$ cat config.mk
export PLATFORM = sky130hd
export DESIGN_NAME = mem_access_ctrl
export DESIGN_NICKNAME = d
export VERILOG_FILES = /design/src/rtl/mem_access_ctrl.sv
export SDC_FILE = /design/constraint.sdc
export NUM_CORES = 1
export LEC_CHECK = 0
export ABC_AREA = 1
export BUFFER_PORTS_ARGS = -buffer_cell sky130_fd_sc_hd__buf_2
export CORE_MARGIN = 2
export CORE_UTILIZATION = 41
export DETAILED_ROUTE_END_ITERATION = 12
export PLACE_DENSITY = 0.64
export SETUP_SLACK_MARGIN = 0.2
export SLEW_MARGIN = 20
export SYNTH_ARGS = -nofsm -noshare
export SYNTH_HDL_FRONTEND = slang
export SYNTH_SLANG_ARGS = --single-unit
$ cat constraint.sdc
create_clock -name clk_i -period 3.4 [get_ports clk_i]
set_input_delay 0 -clock clk_i [delete_from_list [all_inputs] [get_ports clk_i]]
set_output_delay 0 -clock clk_i [all_outputs]
set_load 0.03 [all_outputs]
$ cat src/rtl/mem_access_ctrl.sv
// mem_access_ctrl: load/store sequencer between a CPU and a word-addressed data memory.
// The memory writes on the clock edge and reads combinationally.
//   - Byte, halfword and word requests become word accesses.
//   - Sub-word stores use read-modify-write.
//   - Loads are lane-extracted and then sign- or zero-extended.
//   - Misaligned or illegal requests complete with err and never touch memory.
//
// Ports
//   clk_i, reset_i      clock; asynchronous active-high reset
//   start_i             request strobe, sampled only in IDLE
//   op_write_i          1 = store, 0 = load
//   size_i              00 byte, 01 half, 10 word, 11 illegal
//   sign_ext_i          loads only: 1 = sign-extend
//   cpu_addr_i          byte address
//   cpu_wdata_i         store data, right-justified
//   busy_o              high whenever the FSM is not in IDLE
//   done_o, err_o       one-cycle completion pulse; err_o is valid with done_o
//   rdata_o             load result, held until the next completed load
//   mem_addr_o          word-aligned memory address
//   mem_wd_o            memory write data
//   mem_write_o         memory write enable
//   mem_rd_i            memory read data
//
// state | meaning
// IDLE  | waiting for start_i
// READ  | memory word captured (load result or RMW merge source)
// WRITE | single-cycle memory write
// DONE  | done_o pulse, err_o reports the latched result
module mem_access_ctrl #(
  parameter int ADDR_W = 32,
  parameter int DATA_W = 32
) (
  input  logic              clk_i,
  input  logic              reset_i,
  input  logic              start_i,
  input  logic              op_write_i,
  input  logic [1:0]        size_i,
  input  logic              sign_ext_i,
  input  logic [ADDR_W-1:0] cpu_addr_i,
  input  logic [DATA_W-1:0] cpu_wdata_i,
  output logic              busy_o,
  output logic              done_o,
  output logic              err_o,
  output logic [DATA_W-1:0] rdata_o,
  output logic [ADDR_W-1:0] mem_addr_o,
  output logic [DATA_W-1:0] mem_wd_o,
  output logic              mem_write_o,
  input  logic [DATA_W-1:0] mem_rd_i
);

  typedef enum logic [1:0] {IDLE, READ, WRITE, DONE} state_t;

  localparam logic [1:0] SZ_BYTE = 2'b00;
  localparam logic [1:0] SZ_HALF = 2'b01;
  localparam logic [1:0] SZ_WORD = 2'b10;
  localparam logic [1:0] SZ_ILL  = 2'b11;

  state_t              state_q, state_d;
  logic                op_write_q;
  logic [1:0]          size_q;
  logic                sign_ext_q;
  logic [ADDR_W-1:0]   addr_q;
  logic [DATA_W-1:0]   wdata_q;
  logic                err_q;
  logic [DATA_W-1:0]   merge_q, merge_d;
  logic [DATA_W-1:0]   rdata_q, rdata_d;

  logic                req_err;
  logic                accept;
  logic [DATA_W-1:0]   rd_shift;
  logic [7:0]          byte_sel;
  logic [15:0]         half_sel;
  logic [DATA_W-1:0]   load_val;
  logic [DATA_W-1:0]   merged;

  assign req_err = (size_i == SZ_ILL) ||
                   ((size_i == SZ_HALF) && cpu_addr_i[0]) ||
                   ((size_i == SZ_WORD) && (cpu_addr_i[1:0] != 2'b00));

  assign accept = (state_q == IDLE) && start_i;

  // Lane extraction for loads; little-endian, lane taken from the latched address.
  assign rd_shift = mem_rd_i >> {addr_q[1:0], 3'b000};
  assign byte_sel = rd_shift[7:0];
  assign half_sel = addr_q[1] ? mem_rd_i[31:16] : mem_rd_i[15:0];

  always_comb begin
    load_val = mem_rd_i;
    case (size_q)
      SZ_BYTE: load_val = {{24{sign_ext_q & byte_sel[7]}}, byte_sel};
      SZ_HALF: load_val = {{16{sign_ext_q & half_sel[15]}}, half_sel};
      default: load_val = mem_rd_i;
    endcase
  end

  // Read-modify-write merge: replace only the addressed lane(s) of the captured word.
  always_comb begin
    merged = merge_q;
    case (size_q)
      SZ_BYTE: merged[{addr_q[1:0], 3'b000} +: 8]  = wdata_q[7:0];
      SZ_HALF: merged[{addr_q[1], 4'b0000} +: 16]  = wdata_q[15:0];
      default: merged = wdata_q;
    endcase
  end

  always_comb begin
    state_d = state_q;
    merge_d = merge_q;
    rdata_d = rdata_q;
    case (state_q)
      IDLE: begin
        if (start_i) begin
          if (req_err)                  state_d = DONE;
          else if (!op_write_i)         state_d = READ;
          else if (size_i == SZ_WORD)   state_d = WRITE;
          else                          state_d = READ;
        end
      end
      READ: begin
        if (op_write_q) begin
          merge_d = mem_rd_i;
          state_d = WRITE;
        end else begin
          rdata_d = load_val;
          state_d = DONE;
        end
      end
      WRITE:   state_d = DONE;
      DONE:    state_d = IDLE;
      default: state_d = IDLE;
    endcase
  end

  always_ff @(posedge clk_i or posedge reset_i) begin
    if (reset_i) begin
      state_q    <= IDLE;
      op_write_q <= 1'b0;
      size_q     <= SZ_BYTE;
      sign_ext_q <= 1'b0;
      addr_q     <= '0;
      wdata_q    <= '0;
      err_q      <= 1'b0;
      merge_q    <= '0;
      rdata_q    <= '0;
    end else begin
      state_q <= state_d;
      merge_q <= merge_d;
      rdata_q <= rdata_d;
      if (accept) begin
        op_write_q <= op_write_i;
        size_q     <= size_i;
        sign_ext_q <= sign_ext_i;
        addr_q     <= cpu_addr_i;
        wdata_q    <= cpu_wdata_i;
        err_q      <= req_err;
      end
    end
  end

  // Address and write data are gated so that memory sees zeros whenever no access is in flight.
  assign busy_o      = (state_q != IDLE);
  assign done_o      = (state_q == DONE);
  assign err_o       = (state_q == DONE) && err_q;
  assign rdata_o     = rdata_q;
  assign mem_write_o = (state_q == WRITE);
  assign mem_addr_o  = ((state_q == READ) || (state_q == WRITE)) ?
                       {addr_q[ADDR_W-1:2], 2'b00} : '0;
  assign mem_wd_o    = (state_q == WRITE) ? merged : '0;

endmodule

* Word-level counts from Yosys, hierarchy flattened
Index checks and enable logic that the tools add are counted.
Widths: inputs -> output; s select.
** Operators by class
- Mux-type cells :: 13
- Bitwise operators :: 3
- Equal/unequal tests :: 8
- $add $sub $neg :: 2
- Reductions and logical operators :: 13
- Shift operators :: 5
** Operators with widths (number)
- $pmux 32 s2 :: 2
- $bwmux 32 :: 2
- $mux 32 :: 2
- $shift 16x7->32 const A :: 1
- $shift 8x7->32 const A :: 1
- $shiftx 16x7->32 :: 1
- $shiftx 8x7->32 :: 1
- $shr 32x5->8 :: 1
- $mux 16 :: 1
- $neg 5->7 :: 2
- $eq 2x2->1 const B :: 4
- $mux 2 :: 4
- $pmux 2 s4 :: 1
- $eq 2x1->1 const B :: 3
- $logic_and 1x1->1 :: 4
- $logic_not 2->1 :: 2
- $reduce_and 2->1 :: 2
- $reduce_bool 2->1 :: 2
- $logic_or 1x1->1 :: 3
- $and 1x1->1 :: 2
- $ne 2x2->1 const B :: 1
- $mux 1 :: 1
- $not 1->1 :: 1
** Storage, ports and cells
- Register bits :: 135
- Bits of input ports :: 103
- Output and inout bits :: 100

* Longest topological paths before layout
- Depth after elaboration :: 7
- Gate-level depth with buffers :: 10
- Depth with buffers taken out :: 9

* Worst setup path before layout
OpenSTA, ideal clock, no wires.
- Kind :: reg2out
- From :: register addr_q[0]
- To :: output port mem_wd_o[10]
- Setup slack :: 1192 ps
- Buffers on the path :: 1
- Required time :: 3400 ps
- Arrival time :: 2208 ps
- Cell stages (with the launch flop) :: 10
- Cell sequence :: dfrtp_1 -> buf_2 -> inv_1 -> ha_1 -> inv_2 -> nor2_2 -> nand2_1 -> o21ai_0 -> nand2_1 -> a21oi_1
** Between the ends
- Longest elaborated chain between the ends :: 5
** RTL lines
- from (decl) :: RTL line 62 : logic [ADDR_W-1:0] addr_q;
- from (signal assigned) :: RTL line 153 : addr_q <= cpu_addr_i;
- $neg 5->7 (*) :: RTL line 100 : SZ_BYTE: merged[{addr_q[1:0], 3'b000} +: 8] = wdata_q[7:0];
- $shiftx 8x7->32 or $shift 8x7->32 (tied branches) :: RTL line 100
- $bwmux 32 (*) :: RTL line 100
- $pmux 32 s2 (*) :: RTL line 99 : case (size_q)
- $mux 32 (*) :: RTL line 168 : assign mem_wd_o = (state_q == WRITE) ? merged : '0;
- to (decl) :: RTL line 46 : output logic [DATA_W-1:0] mem_wd_o,
Mark *: on every way between the ends. The rest lies on a longest branch, timed or not.

* Final worst setup path
- From :: register addr_q[1]
- To :: output port mem_wd_o[12]
** Between the ends
- Longest elaborated chain between the ends :: 5
** RTL lines
- $neg 5->7 (on tied branches) :: RTL line 101, 100
- $shiftx 16x7->32, or another cell as far along :: RTL line 101 : SZ_HALF: merged[{addr_q[1], 4'b0000} +: 16] = wdata_q[15:0];
- $bwmux 32 (on tied branches) :: RTL line 101, 100
- $pmux 32 s2 (*) :: RTL line 99
- $mux 32 (*) :: RTL line 168
Marks and branches as above.

==> results.json <==
{
  "synthCells": 917,
  "port_buffers": 200,
  "critPathCaptureType": "output port",
  "period_share_pct": 86.4,
  "status": "completed",
  "cts_buffers": 17,
  "core-area_mm2": 0.0174,
  "critPathKind": "flop to output port",
  "cts_max_level": 4,
  "grt_max_degree": 79,
  "fp.dieH_um": 138,
  "syn_area_mm2": 0.00736,
  "clk_pin_slew_ns": 0.06,
  "finalSetupViolCount": 0,
  "clk_latency_ns": 0.42,
  "num_antenna_cells": 0,
  "num_rows": 48,
  "grt_pass1_vias": 7116,
  "fin_crit_ns": 2.94,
  "cp_data_arrival_time_ns": 2.94,
  "slew_headroom_pct": 31.3,
  "root_buffer": "clkbuf_16",
  "grt_usage_pct": 25.7,
  "yosys-top-cells-area": "dfrtp_1, nand2_1, mux2_2",
  "grt_pass1_wl_mm": 37.4,
  "hp-class": "primary input to asynchronous set/reset pin",
  "vias_per_cell": 5.11,
  "final_common_cell": "nand2_1",
  "cts_tree": "yes",
  "start_util_pct": 42.3,
  "critPathMostFrequentCell": "nand2_1",
  "final-hold-violation-count": 0,
  "avgSynthCellArea_um2": 8.03,
  "p_leak_nw": 5.31,
  "antenna_found_initial": 0,
  "synth.distinct_cells": 32,
  "wl_mm": 24.0,
  "cpPeakStageDelay_ns": 0.64,
  "ys.warnings.count": 0,
  "post-dp-hpwl_mm": 16.5,
  "crit_path_max_fanout": 36,
  "grt-ovfl-total": 0,
  "slew_viol_final": 0,
  "total_power_w": 0.0110,
  "max_freq_ghz": 0.340,
  "via_count": 7334,
  "tns_ns": 0,
  "most-common-layout-cells": "nand2_1, buf_2, dfrtp_1, a21oi_1, dlygate4sd3_1",
  "rsz0062_at_grt": "no",
  "start_kind": "flop",
  "die_w_um": 138,
  "layout-drive-gt1-share_pct": 27.0,
  "p_per_area_mw_per_mm2": 1090,
  "ant_nets": 0,
  "die_area_mm2": 0.0190,
  "peakVddDrop_uv": 727,
  "drc": 0,
  "cp.required_ns": 3.40,
  "synth_top_cell_area_share_pct": 45.9,
  "worstPathCellList": "inv_1 > ha_1 > inv_2 > nor2_2 > nand2_1 > o21ai_0 > nand2_1 > a21oi_1 > buf_2",
  "yosysTopAreaCell": "dfrtp_1",
  "dr.first_iter.drc_count": 533,
  "routabilityCongestion": 0.869,
  "skew_ns": 0.00576,
  "clock_sinks": 135,
  "clk_path_buf_depth": 2,
  "maxCapViolCount": 0,
  "wl_per_cell_um": 16.7,
  "io_pins": 203,
  "finalNetCount": 1309,
  "crit_slowest_cell": "dfrtp_4",
  "area_growth_pct": 37.7,
  "dr.pass1.iters": 6,
  "yosysSeqAreaShare_pct": 45.9,
  "ys_ff_latch": 135,
  "worst_pin_slew_ns": 1.03
}
routing by layer:
layer  track usage [%]  share of wire, %  vias up
met3              5.77               6.3       39
met2              43.0                49      277
li1                  -                 -     3541
met1              33.2                42     3477
met4              8.45               2.2        0
met5                 0                 0        -
logic make-up after synthesis:
| family | after synthesis | share of synthesized area (%) |
|---|---|---|
| compound gates | 219 | 16.4 |
| fa+ha+maj | 10 | 1.70 |
| buf+inv | 160 | 8.96 |
| flops | 135 | 45.9 |
| mux | 55 | 8.41 |
| other cells | 1 | 0.0509 |
| simple gates | 337 | 18.6 |
flip-flops by register name, indices dropped and copies added, names as in the netlist:
signal      flops
addr_q         32
merge_q        32
rdata_o        32
wdata_q        32
size_q          2
state_q         2
err_q           1
op_write_q      1
sign_ext_q      1
cell usage after synthesis (all sizes together):
cell type	n
conb	1
clkbuf	26
mux2	55
nand3	23
o21ai	68
inv	104
nand4	8
o22ai	12
a31oi	1
nor2	77
ha	10
o211ai	2
and3	7
clkinv	3
nor3	1
nand2	221
a21oi	118
dfrtp	135
buf	27
a22oi	17
o31ai	1
stage by stage:
stage | utilization (%) | hold slack [ns] | cell area, µm² | setup WS [ns] | cells
CTS | 58.2 | 0.326 | 10100 | 0.319 | 1434
global placement | 48.8 | 0.232 | 8500 | 0.859 | 1300
finish | 58.2 | 0.309 | 10100 | 0.462 | 1434
global route | 58.2 | 0.344 | 10100 | 0.200 | 1434
detailed placement | 48.8 | 0.229 | 8500 | 0.783 | 1300
floorplan | - | 0.150 | 7370 | 1.19 | 918
worst max-delay path: cells and delay by family, from the launching register on:
kind | cells | cell delay [ns]
adder cells (fa/ha/maj) | 1 | 0.33
buffers and inverters | 3 | 0.52
AO/OA/AOI/OAI | 2 | 0.39
flip-flops | 1 | 0.64
AND/OR/NAND/NOR | 3 | 0.63
power by group:
part | leakage [nW] | internal [W] | switching, W
Sequential | 1.57 | 0.00243 | 0.000671
Clock | 0.297 | 0.00117 | 0.000777
Combinational | 3.44 | 0.00195 | 0.00404
Total | 5.31 | 0.00555 | 0.00549
worst paths after layout:
| path | from | endpoint | slack (ns) | cells past startpoint |
|---|---|---|---|---|
| max in group asynchronous | reset_i | addr_q[1] | 2.18 | 4 |
| setup / recovery | addr_q[1] | mem_wd_o[12] | 0.46 | 9 |
| setup reg to reg | size_q[1] | rdata_o[29] | 1.30 | 6 |
| min in group clk_i | cpu_addr_i[4] | addr_q[4] | 0.34 | 3 |
| hold / removal | reset_i | rdata_o[12] | 0.31 | 3 |
| hold reg to reg | rdata_o[13] | rdata_o[13] | 0.47 | 2 |
cell type report:
| cell class | instances | area [µm²] |
|---|---|---|
| Multi-Input combinational cell | 623 | 3340 |
| Tap cell | 225 | 282 |
| Inverter | 107 | 408 |
| Sequential cell | 135 | 3380 |
| Timing Repair Buffer | 312 | 2110 |
| Clock buffer | 17 | 425 |
| Clock inverter | 15 | 191 |
| Fill cell | 1585 | 7280 |
what timing repair did:
action                                  in CTS  in global routing
buffers inserted                             0                  0
endpoints found under the setup margin       0                  9
gates resized for setup                      0                  2
hold endpoints to repair                   162                  0
hold buffers                               102                  0
No activity file was read; power rests on OpenSTA's default activity.
